### src/rtl/config_pkg.sv
// Shared configuration for the peripheral slice: clocking, UART and FIFO
// constants, plus the UART receiver state type.
package config_pkg;

  // System clock and default UART line rate.
  localparam int unsigned ClkFreqHz       = 100_000_000;
  localparam int unsigned UartBaudDefault = 115_200;

  // UART framing and FIFO sizing.
  localparam int unsigned UartDataW     = 8;
  localparam int unsigned UartFifoDepth = 16;

  // Receiver defaults: bit period in clocks (100 MHz / 115200 = 868).
  localparam int unsigned UartRxDefaultClkPerBit = ClkFreqHz / UartBaudDefault;
  localparam int unsigned UartRxCntW             = 16;

  typedef enum logic [2:0] {
    RX_IDLE      = 3'd0,
    RX_START     = 3'd1,
    RX_DATA      = 3'd2,
    RX_STOP      = 3'd3,
    RX_WAIT_HIGH = 3'd4
  } uart_rx_state_t;

endpackage

### src/rtl/sync_n.sv
// Parameterised synchroniser flop chain with a configurable reset value.
// Ports:
//   i_clk   - clock
//   i_rst_n - asynchronous active-low reset (chain forced to ResetVal)
//   i_d     - asynchronous input
//   o_q     - synchronised output (last flop of the chain)
module sync_n #(
  parameter int unsigned Stages   = 2,
  parameter logic        ResetVal = 1'b1
) (
  input  logic i_clk,
  input  logic i_rst_n,
  input  logic i_d,
  output logic o_q
);

  logic [Stages-1:0] r_chain;

  // Shift the input down the chain, one flop per clock.
  always_ff @(posedge i_clk or negedge i_rst_n) begin
    if (!i_rst_n) begin
      r_chain <= {Stages{ResetVal}};
    end else begin
      r_chain[0] <= i_d;
      for (int i = 1; i < Stages; i++) begin
        r_chain[i] <= r_chain[i-1];
      end
    end
  end

  assign o_q = r_chain[Stages-1];

endmodule

### src/rtl/uart_rx.sv
// 8N1 UART receiver, LSB first, with a single-entry output register,
// consumer handshake, per-byte interrupt pulse and sticky error flags.
// Ports:
//   clk_i       - clock (rising edge)
//   reset_i     - asynchronous active-low reset
//   prescaler   - bit period in clocks; 0 selects ClkPerBit
//   rx          - asynchronous serial line, idle high
//   data_o      - last received byte
//   valid_o     - data_o holds an unconsumed byte
//   ack_i       - consumer accepts data_o
//   irq_o       - one-cycle pulse per byte loaded into data_o
//   frame_err_o - sticky, bad stop bit seen
//   overrun_o   - sticky, a completed byte was dropped
//   clear_i     - clears both sticky flags (a coincident set wins)
module uart_rx
  import config_pkg::*;
#(
  parameter int unsigned ClkPerBit  = UartRxDefaultClkPerBit,
  parameter int unsigned SyncStages = 2
) (
  input  logic                  clk_i,
  input  logic                  reset_i,
  input  logic [UartRxCntW-1:0] prescaler,
  input  logic                  rx,
  output logic [UartDataW-1:0]  data_o,
  output logic                  valid_o,
  input  logic                  ack_i,
  output logic                  irq_o,
  output logic                  frame_err_o,
  output logic                  overrun_o,
  input  logic                  clear_i
);

  uart_rx_state_t        r_state, w_state_nxt;
  logic [UartRxCntW-1:0] r_cnt, w_cnt_nxt;
  logic [UartRxCntW-1:0] r_period, w_period_nxt;
  logic [2:0]            r_idx, w_idx_nxt;
  logic [UartDataW-1:0]  r_shift, w_shift_nxt;
  logic [UartDataW-1:0]  r_data, w_data_nxt;
  logic                  r_valid, w_valid_nxt;
  logic                  r_irq, w_irq_nxt;
  logic                  r_ferr, w_ferr_nxt;
  logic                  r_ovr, w_ovr_nxt;
  logic                  r_rxs_d;

  logic                  w_rxs;
  logic [UartRxCntW-1:0] w_p_sel;
  logic                  w_cnt_zero;
  logic                  w_byte_ok;
  logic                  w_stop_bad;
  logic                  w_ovr_set;

  // Line synchroniser; idles high so reset does not look like a start edge.
  sync_n #(
    .Stages  (SyncStages),
    .ResetVal(1'b1)
  ) u_sync (
    .i_clk  (clk_i),
    .i_rst_n(reset_i),
    .i_d    (rx),
    .o_q    (w_rxs)
  );

  assign w_p_sel    = (prescaler != '0) ? prescaler : UartRxCntW'(ClkPerBit);
  assign w_cnt_zero = (r_cnt == '0);

  // Next-state, datapath and output-register logic.
  always_comb begin
    w_state_nxt  = r_state;
    w_cnt_nxt    = r_cnt;
    w_period_nxt = r_period;
    w_idx_nxt    = r_idx;
    w_shift_nxt  = r_shift;
    w_data_nxt   = r_data;
    w_valid_nxt  = r_valid;
    w_irq_nxt    = 1'b0;
    w_byte_ok    = 1'b0;
    w_stop_bad   = 1'b0;
    w_ovr_set    = 1'b0;

    case (r_state)
      RX_IDLE: begin
        // Period is captured only here, so mid-frame changes are ignored.
        if (r_rxs_d && !w_rxs) begin
          w_period_nxt = w_p_sel;
          w_cnt_nxt    = (w_p_sel >> 1) - UartRxCntW'(1);
          w_state_nxt  = RX_START;
        end
      end
      RX_START: begin
        if (w_cnt_zero) begin
          if (!w_rxs) begin
            w_cnt_nxt   = r_period - UartRxCntW'(1);
            w_idx_nxt   = 3'd0;
            w_state_nxt = RX_DATA;
          end else begin
            w_state_nxt = RX_IDLE;
          end
        end else begin
          w_cnt_nxt = r_cnt - UartRxCntW'(1);
        end
      end
      RX_DATA: begin
        if (w_cnt_zero) begin
          w_shift_nxt[r_idx] = w_rxs;
          w_cnt_nxt          = r_period - UartRxCntW'(1);
          if (r_idx == 3'd7) begin
            w_state_nxt = RX_STOP;
          end else begin
            w_idx_nxt = r_idx + 3'd1;
          end
        end else begin
          w_cnt_nxt = r_cnt - UartRxCntW'(1);
        end
      end
      RX_STOP: begin
        if (w_cnt_zero) begin
          if (w_rxs) begin
            w_byte_ok   = 1'b1;
            w_state_nxt = RX_IDLE;
          end else begin
            w_stop_bad  = 1'b1;
            w_state_nxt = RX_WAIT_HIGH;
          end
        end else begin
          w_cnt_nxt = r_cnt - UartRxCntW'(1);
        end
      end
      RX_WAIT_HIGH: begin
        // Hold off until the line recovers so a break cannot retrigger.
        if (w_rxs) begin
          w_state_nxt = RX_IDLE;
        end
      end
      default: begin
        w_state_nxt = RX_IDLE;
      end
    endcase

    // A completing byte is dropped only if the old one is still unconsumed.
    if (w_byte_ok && r_valid && !ack_i) begin
      w_ovr_set = 1'b1;
    end else if (w_byte_ok) begin
      w_data_nxt  = r_shift;
      w_valid_nxt = 1'b1;
      w_irq_nxt   = 1'b1;
    end else if (ack_i && r_valid) begin
      w_valid_nxt = 1'b0;
    end

    w_ferr_nxt = w_stop_bad | (r_ferr & ~clear_i);
    w_ovr_nxt  = w_ovr_set  | (r_ovr  & ~clear_i);
  end

  // State and output registers.
  always_ff @(posedge clk_i or negedge reset_i) begin
    if (!reset_i) begin
      r_state  <= RX_IDLE;
      r_cnt    <= '0;
      r_period <= '0;
      r_idx    <= '0;
      r_shift  <= '0;
      r_data   <= '0;
      r_valid  <= 1'b0;
      r_irq    <= 1'b0;
      r_ferr   <= 1'b0;
      r_ovr    <= 1'b0;
      r_rxs_d  <= 1'b1;
    end else begin
      r_state  <= w_state_nxt;
      r_cnt    <= w_cnt_nxt;
      r_period <= w_period_nxt;
      r_idx    <= w_idx_nxt;
      r_shift  <= w_shift_nxt;
      r_data   <= w_data_nxt;
      r_valid  <= w_valid_nxt;
      r_irq    <= w_irq_nxt;
      r_ferr   <= w_ferr_nxt;
      r_ovr    <= w_ovr_nxt;
      r_rxs_d  <= w_rxs;
    end
  end

  assign data_o      = r_data;
  assign valid_o     = r_valid;
  assign irq_o       = r_irq;
  assign frame_err_o = r_ferr;
  assign overrun_o   = r_ovr;

endmodule

### config.mk
export PLATFORM = sky130hd
export DESIGN_NAME = uart_rx
export DESIGN_NICKNAME = d
export VERILOG_FILES = /design/src/rtl/config_pkg.sv /design/src/rtl/sync_n.sv /design/src/rtl/uart_rx.sv
export SDC_FILE = /design/constraint.sdc
export NUM_CORES = 1
export LEC_CHECK = 0
export BUFFER_PORTS_ARGS = -buffer_cell sky130_fd_sc_hd__buf_2
export CORE_MARGIN = 4
export CORE_UTILIZATION = 40
export CTS_CLUSTER_SIZE = 8
export DETAILED_ROUTE_END_ITERATION = 16
export PLACE_DENSITY_LB_ADDON = 0.25
export SLEW_MARGIN = 10
export SYNTH_ARGS = -nofsm -noshare
export SYNTH_HDL_FRONTEND = slang
export SYNTH_HIERARCHICAL = 1
export SYNTH_SLANG_ARGS = --single-unit
### constraint.sdc
create_clock -name clk_i -period 2.7 [get_ports clk_i]
set_clock_uncertainty 0.1 [all_clocks]
set_input_delay 0.405 -clock clk_i [delete_from_list [all_inputs] [get_ports clk_i]]
set_output_delay 0.405 -clock clk_i [all_outputs]
set_load 0.05 [all_outputs]
==> results of run 1 <==
[state kept, by name (all words and copies together) (netlist names), 2 cells and up]
signal          count
r_cnt              16
r_shift             8
r_period           16
r_state             3
u_sync/r_chain      2
r_idx               3
data_o              8
[worst max path at each step]
stage	end	start	slack (ns)	cells after the start
final	r_cnt[4]	r_cnt[1]	0.20	10
after floorplan	r_cnt[8]	prescaler[12]	0.1	11
after detailed placement	r_cnt[10]	prescaler[6]	0.03	11
after global routing	r_cnt[4]	r_cnt[1]	0.04	10
after CTS	r_cnt[4]	r_cnt[1]	0.20	8
after global placement	r_cnt[8]	prescaler[12]	0.08	11
[cell families after synthesis]
| family | Yosys count | share of synthesized area (%) |
|---|---|---|
| AO/OA/AOI/OAI | 100 | 16.6 |
| flip-flops | 61 | 41.5 |
| AND/OR/NAND/NOR | 188 | 26.2 |
| adder cells (fa/ha/maj) | 7 | 2.37 |
| multiplexers | 13 | 3.97 |
| XOR/XNOR | 26 | 6.37 |
| buffers and inverters | 28 | 3.02 |
[metrics by stage]
step / instance area (sq um) / power [uW] / util, % / hold slack [ns]
final: 4470 / 4050 / 50.5 / 0.0477
after global routing: 4470 / 4340 / 50.5 / 0.0392
after CTS: 4470 / 4060 / 50.5 / 0.0320
after detailed placement: 4250 / 3180 / 48.1 / 0.247
after global placement: 4250 / 3150 / 48.1 / 0.247
after floorplan: 3690 / 2490 / - / 0.00941
[layout by cell type (no fill, tap or decap), types with 13 or more instances in the layout]
cell	n
dfrtp_1	58
o21ai_1	31
nand3_1	13
nand2_1	60
buf_2	32
xor2_1	14
nor2_1	38
inv_1	13
a21oi_1	22
buf_4	37
nor3_1	24
[power groups by stage]
stage	registers, uW	clock network [uW]	logic, uW
after floorplan	1390	0	1100
after global placement	1480	0	1680
after detailed placement	1480	0	1700
after CTS	1460	883	1710
after global routing	1510	916	1910
final	1470	859	1720
[synth_stat cells (4+ instances only)]
cell | count | area (sq um)
nand2_1 | 60 | 225
dfrtp_1 | 58 | 1450
nor2_1 | 38 | 143
o21ai_1 | 31 | 155
nor3_1 | 24 | 120
a21oi_1 | 22 | 110
xor2_1 | 14 | 123
inv_1 | 13 | 48.8
nand3_1 | 13 | 65.1
xnor2_1 | 11 | 96.3
clkbuf_1 | 8 | 30.0
mux2_1 | 8 | 90.1
ha_1 | 7 | 87.6
nand2b_1 | 7 | 43.8
nand4_1 | 7 | 43.8
o21ai_0 | 7 | 35.0
nor4_1 | 6 | 37.5
buf_2 | 5 | 25.0
mux2_2 | 5 | 56.3
nor4_2 | 5 | 62.6
o22ai_1 | 5 | 31.3
or4_1 | 5 | 37.5
a31oi_1 | 4 | 25.0
nor2b_1 | 4 | 25.0
[critical path: stages (launching register included)]
cell	delay (ns)
dfrtp_1	0.41
inv_1	0.10
ha_1	0.19
nor4b_1	0.34
nand4_1	0.24
buf_4	0.24
a21oi_2	0.18
buf_12	0.16
o32ai_1	0.09
a22oi_1	0.19
o21ai_0	0.13
[final cells by class]
class                   instances  area share (%)
clock inverters                 7            1.82
flip-flops and latches         61            34.2
inverters                      14            1.18
repair buffers                 72            10.9
well taps                     108            3.02
multi-input cells             334            46.1
clock buffers                   9            2.77
[layer usage]
metal / share of wire (%) / vias up / GRT usage (%)
li1: - / 1680 / -
met1: 46 / 1604 / 24.9
met2: 46 / 109 / 30.7
met3: 6.2 / 17 / 4.28
met4: 1.7 / 0 / 5.89
met5: 0 / - / 0
[timing repair]
item,in CTS,in global routing
resized for setup,0,1
setup endpoints to repair,0,1
endpoints found under the hold margin,6,0
hold buffers,1,0
==> impl_metrics.env, run 1 <==
export IMPL_grt_pass1_wl_mm=16.6
export IMPL_p_leak_uw=0.00193
export IMPL_place_inst=588
export IMPL_cp_data_arrival_time_ns=2.61
export IMPL_syn_area_sq_um=3690
export IMPL_area_delta_synth_final_pct=21.1
export IMPL_io_buffer_count=32
export IMPL_antenna_found_initial=0
export IMPL_period_share_pct=92.5
export IMPL_holdCritPathClass="input pin to flop"
export IMPL_cp_start_kind="flop"
export IMPL_cts_root_buffer="clkbuf_8"
export IMPL_setup_violations_final=0
export IMPL_p_per_area_nw_per_um2=906
export IMPL_cts_tree="done"
export IMPL_insertion_delay_ns=0.36
export IMPL_crit_type="flop to flop"
export IMPL_gp_congestion=0.885
export IMPL_pin_count=33
export IMPL_cts_max_level=3
export IMPL_synth_ff_type="dfrtp_1"
export IMPL_rows=34
export IMPL_postCtsSetupBuffers=0
export IMPL_die_w_um=104
export IMPL_routed_wl_mm=9.83
export IMPL_diodes=0
export IMPL_first_pass_iters=5
export IMPL_initial_utilization_pct=41.7
export IMPL_synth_edff_count=0
export IMPL_fmax_ghz=0.400
export IMPL_internal_power_uw=2370
export IMPL_hold_depth=1
export IMPL_clk_pin_slew_ns=0.07
export IMPL_endpoint_kind="flop"
export IMPL_dr_first_iter_drc_count=232
export IMPL_r2r_start="r_cnt[1]"
export IMPL_synth_seq_cells=61
export IMPL_synth_cell_types=58
export IMPL_relSlewSlack_pct=54.8
export IMPL_synthCells=423
export IMPL_switching_share_pct=41.6
export IMPL_status="finished clean"
export IMPL_drv_slew=0
export IMPL_grt_overflow=0
export IMPL_nets=520
export IMPL_regToRegSetupSlack_ns=0.20
export IMPL_reg2reg_depth=10
export IMPL_required_ns=2.82
export IMPL_p_seq_share_pct=36.3
export IMPL_grt_max_degree=36
export IMPL_seq_area_sq_um=1530
export IMPL_power_frac_clock_pct=21.2
export IMPL_synth_nets=451
export IMPL_power_switching_uw=1680
export IMPL_rsz0062_at_grt="no"
export IMPL_worstPathMaxFanout=15
export IMPL_ys_async_sr_fraction_pct=100
export IMPL_pwr_share_comb_pct=42.5
export IMPL_holdCritStartpoint="rx"
export IMPL_fin_crit_ns=2.50
export IMPL_drcViolationCount=0
export IMPL_vias_per_cell=5.64
export IMPL_dieHeight_um=104
export IMPL_die_area_sq_um=10800
export IMPL_r2r_end="r_cnt[4]"
export IMPL_seq_area_frac_synth_pct=41.5
export IMPL_cts_sinks=61
export IMPL_fin_tns_setup_ns=0
export IMPL_layout_drive_gt1_share_pct=22.1
export IMPL_clk_path_buf_depth=2
export IMPL_holdPathEnd="u_sync/r_chain[0]"
export IMPL_fillers=852
export IMPL_core_sq_um=8850
export IMPL_place_ws_ns=0.0307
export IMPL_tightest_slew_ns=0.678
export IMPL_synth_area_per_cell_sq_um=8.73
export IMPL_final_cells=605
export IMPL_hold_violations=0
export IMPL_grt_pass1_vias=3327
export IMPL_multiInputGateArea_sq_um=2060
export IMPL_antenna_left=0
export IMPL_fin_ws_ns=0.202
export IMPL_grt_usage_pct=18.8
export IMPL_vdd_ir_drop_max_mv=0.408
export IMPL_ys_warn_count=6
export IMPL_vias=3410
export IMPL_wl_per_cell_um=16.2
export IMPL_drv_cap=0
export IMPL_dpl_hpwl_mm=7.52
export IMPL_cts_buffers=9
Power figures use the tool's default switching activity.
==> run 2, diff against run 1 <==
--- a/config.mk
+++ b/config.mk
@@ -6,11 +6,13 @@
 export NUM_CORES = 1
 export LEC_CHECK = 0
 export BUFFER_PORTS_ARGS = -buffer_cell sky130_fd_sc_hd__buf_2
+export CAP_MARGIN = 20
 export CORE_MARGIN = 4
 export CORE_UTILIZATION = 40
 export CTS_CLUSTER_SIZE = 8
 export DETAILED_ROUTE_END_ITERATION = 16
 export PLACE_DENSITY_LB_ADDON = 0.25
+export REMOVE_ABC_BUFFERS = 1
 export SLEW_MARGIN = 10
 export SYNTH_ARGS = -nofsm -noshare
 export SYNTH_HDL_FRONTEND = slang
==> run 2 against run 1 <==
Net effect:
- combinational power down 7%
- sequential power is essentially flat
- final cell count decreased by 0.33%
- count of clock-buffer cells in the layout grew 1
- maximum frequency is 4.4% higher
- sequential share of layout area is 0.45 points higher
- critical endpoint is now r_shift[6]
- register-to-register slack improved by 0.11 ns
- sequential cell count unchanged
- global-route usage down 0.48 points
- utilization fell by 0.65 points
==> impl_metrics.env, run 2 (synthesized netlist as in run 1, its figures left out) <==
export IMPL_holdCritStartpoint="rx"
export IMPL_reg_largest_list="r_cnt: 16 flops, r_period: 16 flops"
export IMPL_cts_max_level=3
export IMPL_dpl_hpwl_mm=7.44
export IMPL_hold_depth=1
export IMPL_cts_root_buffer="clkbuf_8"
export IMPL_cp_data_arrival_time_ns=2.52
export IMPL_vias=3455
export IMPL_worstPathMaxFanout=5
export IMPL_cts_buffers=9
export IMPL_clk_pin_slew_ns=0.08
export IMPL_period_share_pct=88.6
export IMPL_rows=34
export IMPL_holdCritPathClass="input pin to flop"
export IMPL_critPathBufInv=1
export IMPL_io_buffer_count=32
export IMPL_seq_area_sq_um=1530
export IMPL_cts_hold_buffers=0
export IMPL_crit_type="flop to flop"
export IMPL_pin_count=33
export IMPL_antenna_found_initial=0
export IMPL_vdd_ir_drop_max_mv=0.363
export IMPL_worstPathCellList="inv_1 -> ha_1 -> nor4b_2 -> nand4_1 -> or3_1 -> nor3_1 -> mux2_1"
export IMPL_insertion_delay_ns=0.35
export IMPL_grt_pass1_wl_mm=16.1
export IMPL_initial_utilization_pct=41.7
export IMPL_tightest_slew_ns=0.781
export IMPL_first_pass_iters=5
export IMPL_die_area_sq_um=10800
export IMPL_fin_crit_ns=2.39
export IMPL_setup_violations_final=0
export IMPL_routed_wl_mm=9.83
export IMPL_slowest_stage="or3_1"
export IMPL_wl_per_cell_um=16.3
export IMPL_cts_tree="done"
export IMPL_regToRegSetupSlack_ns=0.31
export IMPL_cp_start_kind="flop"
export IMPL_holdPathEnd="u_sync/r_chain[0]"
export IMPL_grt_max_degree=62
export IMPL_nets=518
export IMPL_crit_path_max_incr_delay_ns=0.46
export IMPL_cts_sinks=61
export IMPL_vias_per_cell=5.73
export IMPL_final_util_pct=49.9
export IMPL_die_w_um=104
export IMPL_endpoint_kind="flop"
export IMPL_grt_overflow=0
export IMPL_postCtsSetupBuffers=0
export IMPL_p_leak_uw=0.00190
export IMPL_cp_top_family="simple AND/OR/NAND/NOR gates"
export IMPL_diodes=0
export IMPL_r2r_end="r_shift[6]"
export IMPL_relSlewSlack_pct=47.9
export IMPL_dieHeight_um=104
export IMPL_drv_slew=0
export IMPL_grt_usage_pct=18.4
export IMPL_antenna_left=0
export IMPL_clk_path_buf_depth=2
export IMPL_p_per_area_nw_per_um2=876
export IMPL_hold_violations=0
export IMPL_multiInputGateArea_sq_um=2070
export IMPL_grt_pass1_vias=3256
export IMPL_drv_cap=0
export IMPL_mostFrequentLayoutCells="nand2_1 (60), dfrtp_1 (58), nor2_1 (38), buf_4 (38), buf_2 (32)"
export IMPL_required_ns=2.83
export IMPL_reg2reg_depth=7
export IMPL_gp_congestion=0.867
export IMPL_r2r_start="r_cnt[0]"
export IMPL_area_delta_synth_final_pct=19.6
export IMPL_drcViolationCount=0
export IMPL_layout_commonest_cell="nand2_1"
export IMPL_fmax_ghz=0.418
export IMPL_fin_tns_setup_ns=0
export IMPL_dr_first_iter_drc_count=216
export IMPL_layout_drive_gt1_share_pct=22.2
export IMPL_rsz0062_at_grt="no"
export IMPL_core_sq_um=8850
export IMPL_fillers=840
export IMPL_status="finished clean"
## run 2: metrics by stage
stage	setup slack (ns)	power, uW	area, sq um	hold slack (ns)	std cells
2_1_floorplan	-0.0515	2470	3630	0.00941	409
3_3_place_gp	0.0753	3040	4220	0.245	587
3_5_place_dp	0.0305	3080	4220	0.247	587
4_1_cts	0.196	3860	4410	0.0364	603
5_1_grt	0.125	4130	4410	0.0410	603
6_report	0.309	3870	4410	0.0511	603
## run 2: metal layers
metal  GRT usage, %  routed length [um]
met1           25.7                4610
met2           28.8                4440
met3           3.54                 591
met4           5.60                 189
met5              0                   0
## run 2: power by group
group          switching (uW)  internal (uW)
clock network             417            364
logic                     891            713
registers                 319           1160
## run 2: area by class of cell
cell class                 instances  area share [%]
clock buffer                      10            3.12
clock inverter                     6            1.05
inverter                          14            1.19
multi-input combinational        334            46.8
sequential                        61            34.7
tap                              108            3.06
timing repair buffer              70            10.1
## run 2: worst max-delay path by stage
| stage | from | endpoint | slack (ns) | depth (start not counted) |
|---|---|---|---|---|
| finish | r_cnt[0] | r_shift[6] | 0.31 | 7 |
| global route | r_cnt[0] | r_cnt[4] | 0.12 | 10 |
| CTS | r_cnt[0] | r_cnt[4] | 0.20 | 8 |
| detailed placement | prescaler[12] | r_cnt[10] | 0.03 | 11 |
| global placement | prescaler[12] | r_cnt[8] | 0.08 | 11 |
| floorplan | prescaler[12] | r_cnt[8] | -0.05 | 10 |
## run 2: timing repair
item / in CTS / in global routing
resized for setup: 0 / 2
hold endpoints to repair: 0 / 0
endpoints found under the setup margin: 0 / 8
## run 2: worst register-to-register path, cell delays in order (launching register included)
cell and delay [ns]:
dfrtp_1 0.44, inv_1 0.11, ha_1 0.17, nor4b_2 0.24, nand4_1 0.21, or3_1 0.46, nor3_1 0.20, mux2_1 0.35
